**config.mk**
```make
export PLATFORM = sky130hd
export DESIGN_NAME = game_timer_core_flat
export DESIGN_NICKNAME = d
export VERILOG_FILES = /design/src/rtl/game_timer_core_if.sv /design/src/rtl/game_timer_core.sv /design/src/flat_wrapper.sv
export SDC_FILE = /design/constraint.sdc
export NUM_CORES = 1
export LEC_CHECK = 0
export CORE_MARGIN = 2
export CORE_UTILIZATION = 60
export CTS_BUF_LIST = sky130_fd_sc_hd__clkbuf_4
export DETAILED_ROUTE_END_ITERATION = 16
export PLACE_DENSITY = 0.87
export SLEW_MARGIN = 5
export SYNTH_ARGS = -nofsm -noshare
export SYNTH_HDL_FRONTEND = slang
export SYNTH_SLANG_ARGS = --single-unit
```
**constraint.sdc**
```tcl
create_clock -name clk -period 6.2 [get_ports clk]
set_input_delay 1.24 -clock clk [delete_from_list [all_inputs] [get_ports clk]]
set_output_delay 1.24 -clock clk [all_outputs]
set_load 0.005 [all_outputs]
```
**src/rtl/game_timer_core_if.sv**
```systemverilog
// Command/status bundle between the keypad decoder, the game clock core and the
// display/LED/buzzer drivers. The master drives commands; the slave (core) drives status.
interface game_timer_core_if #(
  parameter int unsigned NUM_PLAYERS = 2,
  parameter int unsigned TIME_W      = 10
);
  localparam int unsigned AW = (NUM_PLAYERS > 2) ? $clog2(NUM_PLAYERS) : 1;

  // Commands: single-cycle pulses except mode_sel, which is a level
  logic                          mode_sel;
  logic                          new_game;
  logic                          start;
  logic                          pass;
  logic                          pause;
  logic [NUM_PLAYERS-1:0]        resign;

  // Status
  logic [NUM_PLAYERS*TIME_W-1:0] times;
  logic [AW-1:0]                 active;
  logic [1:0]                    state;
  logic [NUM_PLAYERS-1:0]        warn;
  logic [NUM_PLAYERS-1:0]        timeout;
  logic                          game_over;
  logic [AW-1:0]                 loser;

  modport master (
    output mode_sel, new_game, start, pass, pause, resign,
    input  times, active, state, warn, timeout, game_over, loser
  );

  modport slave (
    input  mode_sel, new_game, start, pass, pause, resign,
    output times, active, state, warn, timeout, game_over, loser
  );
endinterface

```
**src/rtl/game_timer_core.sv**
```systemverilog
// N-player game clock core: per-player countdown in tenths of a second, Fischer increment
// on pass, pause/resume, resign, timeout detection and a game-over state.
module game_timer_core #(
  parameter int unsigned NUM_PLAYERS = 2,
  parameter int unsigned TIME_W      = 10,
  parameter int unsigned TICK_DIV    = 5000000,
  parameter int unsigned INIT_TIME_A = 100,
  parameter int unsigned INIT_TIME_B = 300,
  parameter int unsigned INC_TIME    = 0,
  parameter int unsigned WARN_THRESH = 50
) (
  input  logic               clk,
  input  logic               clr,
  game_timer_core_if.slave   bus_io
);

  localparam int unsigned AW = (NUM_PLAYERS > 2) ? $clog2(NUM_PLAYERS) : 1;
  localparam int unsigned PW = (TICK_DIV > 1) ? $clog2(TICK_DIV) : 1;

  localparam logic [TIME_W-1:0] TimeA    = TIME_W'(INIT_TIME_A);
  localparam logic [TIME_W-1:0] TimeB    = TIME_W'(INIT_TIME_B);
  localparam logic [TIME_W-1:0] WarnLim  = TIME_W'(WARN_THRESH);
  localparam logic [TIME_W:0]   IncTime  = (TIME_W+1)'(INC_TIME);
  localparam logic [PW-1:0]     PresLast = PW'(TICK_DIV - 1);
  localparam logic [AW-1:0]     LastIdx  = AW'(NUM_PLAYERS - 1);

  typedef enum logic [1:0] {
    StIdle  = 2'd0,
    StRun   = 2'd1,
    StPause = 2'd2,
    StOver  = 2'd3
  } state_e;

  state_e                 state_q, state_d;
  logic [TIME_W-1:0]      times_q [NUM_PLAYERS];
  logic [TIME_W-1:0]      times_d [NUM_PLAYERS];
  logic [AW-1:0]          active_q, active_d;
  logic [PW-1:0]          presc_q, presc_d;
  logic [NUM_PLAYERS-1:0] timeout_q, timeout_d;
  logic [AW-1:0]          loser_q, loser_d;
  logic                   game_over_q;

  // Shared decode of the current cycle
  logic              tick;
  logic [TIME_W-1:0] act_time;
  logic              act_expire;
  logic              resign_any;
  logic [AW-1:0]     resign_idx;
  logic [TIME_W-1:0] init_time;
  logic [TIME_W-1:0] dec_time;
  logic [TIME_W:0]   inc_sum;
  logic [TIME_W-1:0] inc_time;
  logic [AW-1:0]     next_active;

  assign tick       = (presc_q == PresLast);
  assign act_time   = times_q[active_q];
  // Only a tick that takes the running clock from 1 to 0 flags the player
  assign act_expire = tick && (act_time == TIME_W'(1));
  assign resign_any = |bus_io.resign;
  assign init_time  = bus_io.mode_sel ? TimeB : TimeA;
  assign dec_time   = (tick && (act_time != '0)) ? act_time - TIME_W'(1) : act_time;
  assign inc_sum    = {1'b0, dec_time} + IncTime;
  assign inc_time   = inc_sum[TIME_W] ? '1 : inc_sum[TIME_W-1:0];
  assign next_active = (active_q == LastIdx) ? '0 : active_q + AW'(1);

  // Lowest set resign bit identifies the loser
  always_comb begin
    resign_idx = '0;
    for (int i = NUM_PLAYERS - 1; i >= 0; i--) begin
      if (bus_io.resign[i]) resign_idx = AW'(i);
    end
  end

  // FSM state register
  always_ff @(posedge clk or negedge clr) begin
    if (!clr) begin
      state_q <= StIdle;
    end else begin
      state_q <= state_d;
    end
  end

  // FSM next state; new_game overrides every state
  always_comb begin
    state_d = state_q;
    if (bus_io.new_game) begin
      state_d = StIdle;
    end else begin
      unique case (state_q)
        StIdle: begin
          if (bus_io.start) state_d = StRun;
        end
        StRun: begin
          if (resign_any)        state_d = StOver;
          else if (act_expire)   state_d = StOver;
          else if (bus_io.pass)  state_d = StRun;
          else if (bus_io.pause) state_d = StPause;
        end
        StPause: begin
          if (resign_any)        state_d = StOver;
          else if (bus_io.pause) state_d = StRun;
        end
        StOver: begin
          state_d = StOver;
        end
      endcase
    end
  end

  // Datapath next state: times, active player, prescaler, flags
  always_comb begin
    for (int i = 0; i < NUM_PLAYERS; i++) times_d[i] = times_q[i];
    active_d  = active_q;
    presc_d   = presc_q;
    timeout_d = timeout_q;
    loser_d   = loser_q;
    if (bus_io.new_game) begin
      for (int i = 0; i < NUM_PLAYERS; i++) times_d[i] = init_time;
      active_d  = '0;
      presc_d   = '0;
      timeout_d = '0;
      loser_d   = '0;
    end else begin
      unique case (state_q)
        StIdle: begin
          for (int i = 0; i < NUM_PLAYERS; i++) times_d[i] = init_time;
          presc_d = '0;
          if (bus_io.start) active_d = '0;
        end
        StRun: begin
          if (resign_any) begin
            loser_d = resign_idx;
          end else if (act_expire) begin
            // Flag wins over a same-cycle pass: no increment, no turn change
            times_d[active_q]   = '0;
            timeout_d[active_q] = 1'b1;
            loser_d             = active_q;
            presc_d             = '0;
          end else begin
            presc_d           = tick ? '0 : presc_q + PW'(1);
            times_d[active_q] = dec_time;
            if (bus_io.pass) begin
              times_d[active_q] = inc_time;
              active_d          = next_active;
              presc_d           = '0;
            end
          end
        end
        StPause: begin
          // Prescaler frozen so a resume continues the interrupted tenth
          if (resign_any) loser_d = resign_idx;
        end
        StOver: begin
        end
      endcase
    end
  end

  // Datapath registers
  always_ff @(posedge clk or negedge clr) begin
    if (!clr) begin
      for (int i = 0; i < NUM_PLAYERS; i++) times_q[i] <= TimeA;
      active_q    <= '0;
      presc_q     <= '0;
      timeout_q   <= '0;
      loser_q     <= '0;
      game_over_q <= 1'b0;
    end else begin
      for (int i = 0; i < NUM_PLAYERS; i++) times_q[i] <= times_d[i];
      active_q    <= active_d;
      presc_q     <= presc_d;
      timeout_q   <= timeout_d;
      loser_q     <= loser_d;
      game_over_q <= (state_d == StOver);
    end
  end

  // Outputs: registered values, plus warn decoded from the registered times
  always_comb begin
    for (int i = 0; i < NUM_PLAYERS; i++) begin
      bus_io.times[i*TIME_W +: TIME_W] = times_q[i];
      bus_io.warn[i] = (times_q[i] != '0) && (times_q[i] <= WarnLim);
    end
    bus_io.active    = active_q;
    bus_io.state     = state_q;
    bus_io.timeout   = timeout_q;
    bus_io.game_over = game_over_q;
    bus_io.loser     = loser_q;
  end

endmodule

```
**src/flat_wrapper.sv**
```systemverilog
// flat-port wrapper written by rule: the top's interface ports become plain ports
module game_timer_core_flat 
#(
  parameter int unsigned NUM_PLAYERS = 2,
  parameter int unsigned TIME_W      = 10,
  parameter int unsigned TICK_DIV    = 5000000,
  parameter int unsigned INIT_TIME_A = 100,
  parameter int unsigned INIT_TIME_B = 300,
  parameter int unsigned INC_TIME    = 0,
  parameter int unsigned WARN_THRESH = 50
)
  (clk, clr, bus_io_mode_sel, bus_io_new_game, bus_io_start, bus_io_pass, bus_io_pause, bus_io_resign, bus_io_times, bus_io_active, bus_io_state, bus_io_warn, bus_io_timeout, bus_io_game_over, bus_io_loser);
  game_timer_core_if #(.NUM_PLAYERS(NUM_PLAYERS), .TIME_W(TIME_W)) bus_io_i ();
  input  logic clk;
  input  logic clr;
  input wire logic [$bits(bus_io_i.mode_sel)-1:0] bus_io_mode_sel;
  input wire logic [$bits(bus_io_i.new_game)-1:0] bus_io_new_game;
  input wire logic [$bits(bus_io_i.start)-1:0] bus_io_start;
  input wire logic [$bits(bus_io_i.pass)-1:0] bus_io_pass;
  input wire logic [$bits(bus_io_i.pause)-1:0] bus_io_pause;
  input wire logic [$bits(bus_io_i.resign)-1:0] bus_io_resign;
  output wire logic [$bits(bus_io_i.times)-1:0] bus_io_times;
  output wire logic [$bits(bus_io_i.active)-1:0] bus_io_active;
  output wire logic [$bits(bus_io_i.state)-1:0] bus_io_state;
  output wire logic [$bits(bus_io_i.warn)-1:0] bus_io_warn;
  output wire logic [$bits(bus_io_i.timeout)-1:0] bus_io_timeout;
  output wire logic [$bits(bus_io_i.game_over)-1:0] bus_io_game_over;
  output wire logic [$bits(bus_io_i.loser)-1:0] bus_io_loser;
  assign bus_io_i.mode_sel = bus_io_mode_sel;
  assign bus_io_i.new_game = bus_io_new_game;
  assign bus_io_i.start = bus_io_start;
  assign bus_io_i.pass = bus_io_pass;
  assign bus_io_i.pause = bus_io_pause;
  assign bus_io_i.resign = bus_io_resign;
  assign bus_io_times = bus_io_i.times;
  assign bus_io_active = bus_io_i.active;
  assign bus_io_state = bus_io_i.state;
  assign bus_io_warn = bus_io_i.warn;
  assign bus_io_timeout = bus_io_i.timeout;
  assign bus_io_game_over = bus_io_i.game_over;
  assign bus_io_loser = bus_io_i.loser;
  game_timer_core #(.NUM_PLAYERS(NUM_PLAYERS), .TIME_W(TIME_W), .TICK_DIV(TICK_DIV), .INIT_TIME_A(INIT_TIME_A), .INIT_TIME_B(INIT_TIME_B), .INC_TIME(INC_TIME), .WARN_THRESH(WARN_THRESH)) u_core (.clk(clk), .clr(clr), .bus_io(bus_io_i));
endmodule
```
==> results summary <==
The longest clock path from root to sink contains 2 buffers. The type of the worst setup path is input pin to flop. The detail-routed via count per cell came out at 6.577. The number of synthesized register bits came out at 50. The setup slack of the worst register-to-register path is 3070 ps. The cell leakage power is 1.419 nW. During synthesis, Yosys emitted a total of 0 warnings. The total congestion overflow after global routing came out at 0. For this run, the total global-route usage over all layers was measured as 0.2788. The number of antenna-violating nets in the routed design came out at 0.

After floorplanning, the core was divided into 26 placement rows. The first-pass GRT wire length came out at 13610 um. The number of global-route vias before repair came out at 2847.

The type of the worst min-delay path is flop to flop. The number of clock sinks seen by CTS came out at 50. At the worst endpoint, the required time is approximately 6500 ps. In this run the cell area measured after placement is 3659 um2. The number of placed instances, taps included came out at 472. The number of different library cells used by synthesis comes to 66.

The biggest fanout along the worst timing path is 15. The clock buffer count from CTS is 5. The initial antenna violation count came out at 0. The number of optimization iterations in the first detailed-route pass came out at 5. The final layout contains about 420 nets. The share of layout cells above drive strength 1 is 0.09024. The endpoint type of the worst setup path is a flop. The area of combinational cells with multiple inputs came out at 1894 um2. Synthesis produced a netlist with a net count of 388. The end of the critical path is u_core.presc_q[22]. The detailed-route wire length is slightly above 8000 um. The per-instance average area after synthesis came out at roughly 8.6 um2. The die area is 6023 um2. The maximum achievable frequency is 282.7 MHz. At the worst endpoint, the arrival time is roughly 3800 ps.

The share of the yosys chip area belonging to registers is 0.3872. The insertion delay of the later-clocked pin in the worst-skew pair came out at 380 ps. In this run the critical register-to-register path is launched from u_core.bus_io.active. The die extent in x is 77.61 um. The number of placed I/O pins came out at 38. TritonCTS built the clock tree. The final-layout setup total negative slack is 0 ps. The detailed router finished its first iteration with 412 violations. The detailed-placement wirelength estimate is between 5000 and 6000 um. The minimum clock period after layout is 3538 ps. The most critical setup path has its startpoint at bus_io_new_game.

Of all flip-flops after synthesis, the portion carrying an async set or reset was 1.000. The chip height came out at 77.61 um. The cell area that synthesis handed to floorplanning was between 3000 and 4000 um2. For the final database, setup skew stands at between 10 and 15 ps. The remaining max-slew budget at the tightest pin is 0.3732. The clock tree root buffer cell is clkbuf_4. The count of mapped cells out of synthesis is 376. The final instance area came out at 3760 um2. The flow ran to the end, and the final reports show no timing, DRC or antenna violations.

After synthesis, the cell types taking the most area are dfrtp_1, dfstp_2, nor2_1. Setup repair after global routing left no endpoint under its margin. At the pin with the least slew margin, the transition time is slightly above 900 ps.

The via count is 3157. The synthesized design spends more area on one cell type than any other, namely dfrtp_1. The largest voltage drop on the vdd net is 0.1363 mV.

During placement, the flow inserted port buffers numbering 37. The maximum number of pins on one net before global-route repair is 51. For this configuration, the core starts out at a cell density of 0.6284. The number of design rule violations left after detail routing came out at 0. The area share of the largest cell type after synthesis is 0.3387. The number of synthesized flops with an enable pin is 0. The final setup violation count is 0.

The number of max-cap violations came out at 0. The congestion estimate from routability-driven global placement came to 0.9256. CTS built an H-tree with a depth of 2. The most used flip-flop cell after synthesis is dfrtp_1. The hold buffer count at cts came out at 0.

The power per cell area is between 150 and 200 nW/um2. The clock transition at the registers of the reported paths came out at around 130 ps. The number of antenna diodes in the final layout is 0.

STA classifies the critical path startpoint as an input pin. The synthesis-to-finish area growth came out at 15.67%. The area of the placeable core is around 5200 um2. The non-filler instance count after layout came out at 480. The number of cells on the worst reg-to-reg path is 8. Once the clock tree was built, the setup fixing pass inserted 0 buffers. The per-cell routed wire length is 16.94 um. The final-report hold violation count came out at 0. The post-cts sizing count came out at 0. The total count of max-transition violations in the final report is 0.

Of the available clock period, the critical path in the final layout requires 0.5706. The number of filler cells placed in the layout came out at roughly 400. The storage element area is 1259 um2.
## stage by stage
step	power, W	worst slack (ps)	util	hold slack [ps]
final	0.0006988	2662	0.7269	509.2
after global routing	0.0007265	2356	0.7269	556.6
after CTS	0.0006978	2638	0.7269	516.8
after detailed placement	0.0004712	2219	0.7073	499.7
after global placement	0.0004683	2345	0.7073	465.4
after floorplan	0.0004171	3452	-	442.6
## synth_stat cells (all sizes together), types with 5 or more instances
cell type / count
a211oi: 5
a21oi: 21
a22o: 6
and3: 5
clkbuf: 12
dfrtp: 44
dfstp: 6
inv: 8
mux2i: 7
nand2: 38
nand3: 12
nand3b: 6
nand4: 8
nor2: 40
nor3: 15
nor4: 10
o21ai: 37
o31ai: 8
or3: 5
## routing by layer
metal | up-vias | GRT usage | part of all wire
met3 | 15 | 0.05698 | 0.095
met4 | 0 | 0.08929 | 0.014
met1 | 1487 | 0.3965 | 0.43
met5 | - | 0 | 0
li1 | 1497 | - | -
met2 | 158 | 0.4267 | 0.46
## worst max-delay path, stage by stage
cell and delay (ps):
clkdlybuf4s50_1 640, or3b_2 640, nor2_1 110, o21ai_1 290, nor2_1 580, nand4_1 150
o21ai_0 180
## report_power, final
part | internal, W | switching (W) | total, W
clock | 0.000124 | 0.000108 | 0.000232
combinational | 0.0000517 | 0.0000575 | 0.000109
sequential | 0.000338 | 0.0000200 | 0.000358
## worst min-delay path by stage
stage,slack (ps),endpoint,cells past startpoint,from
2_1_floorplan,440,u_core.presc_q[22],1,u_core.presc_q[22]
3_3_place_gp,470,u_core.presc_q[22],1,u_core.presc_q[22]
3_5_place_dp,500,u_core.presc_q[22],1,u_core.presc_q[22]
4_1_cts,520,u_core.presc_q[22],1,u_core.presc_q[22]
5_1_grt,560,u_core.bus_io.times[15],1,u_core.bus_io.times[15]
6_report,510,u_core.presc_q[22],1,u_core.presc_q[22]
## cell usage in the layout, fill, tap and decap left out, drive strengths merged, types with 4 or more instances in the layout
cell / n
buf: 4
o31ai: 8
clkbuf: 5
dfrtp: 44
a211oi: 5
a22o: 6
inv: 8
nor3: 15
nand3b: 6
nor4: 10
or4: 4
nor2: 40
a21oi: 21
or2: 4
o211ai: 4
nand2: 38
mux2i: 7
xnor2: 4
nand4: 8
nand3: 12
nor3b: 4
dfstp: 6
xor2: 4
o21ai: 37
clkdlybuf4s50: 36
and3: 5
or3: 5
## kinds of logic after synthesis
logic type / count (synthesis) / share of synthesized area
xor gates and xnor gates: 8 / 0.02155
AOI/OAI and AO/OA: 116 / 0.2425
muxes: 8 / 0.02502
DFF: 50 / 0.3872
adders and majority gates: 3 / 0.01155
and+or+nand+nor: 169 / 0.2821
buffers and inverters: 22 / 0.03002
## layout make-up
| type | count | share of cell area |
|---|---|---|
| Multi-Input combinational cell | 304 | 0.5038 |
| Sequential cell | 50 | 0.3348 |
| Timing Repair Buffer | 40 | 0.1032 |
| Tap cell | 70 | 0.02329 |
| Clock inverter | 3 | 0.01697 |
| Clock buffer | 5 | 0.009983 |
| Inverter | 8 | 0.007987 |
(Power assumes the default switching activity.)
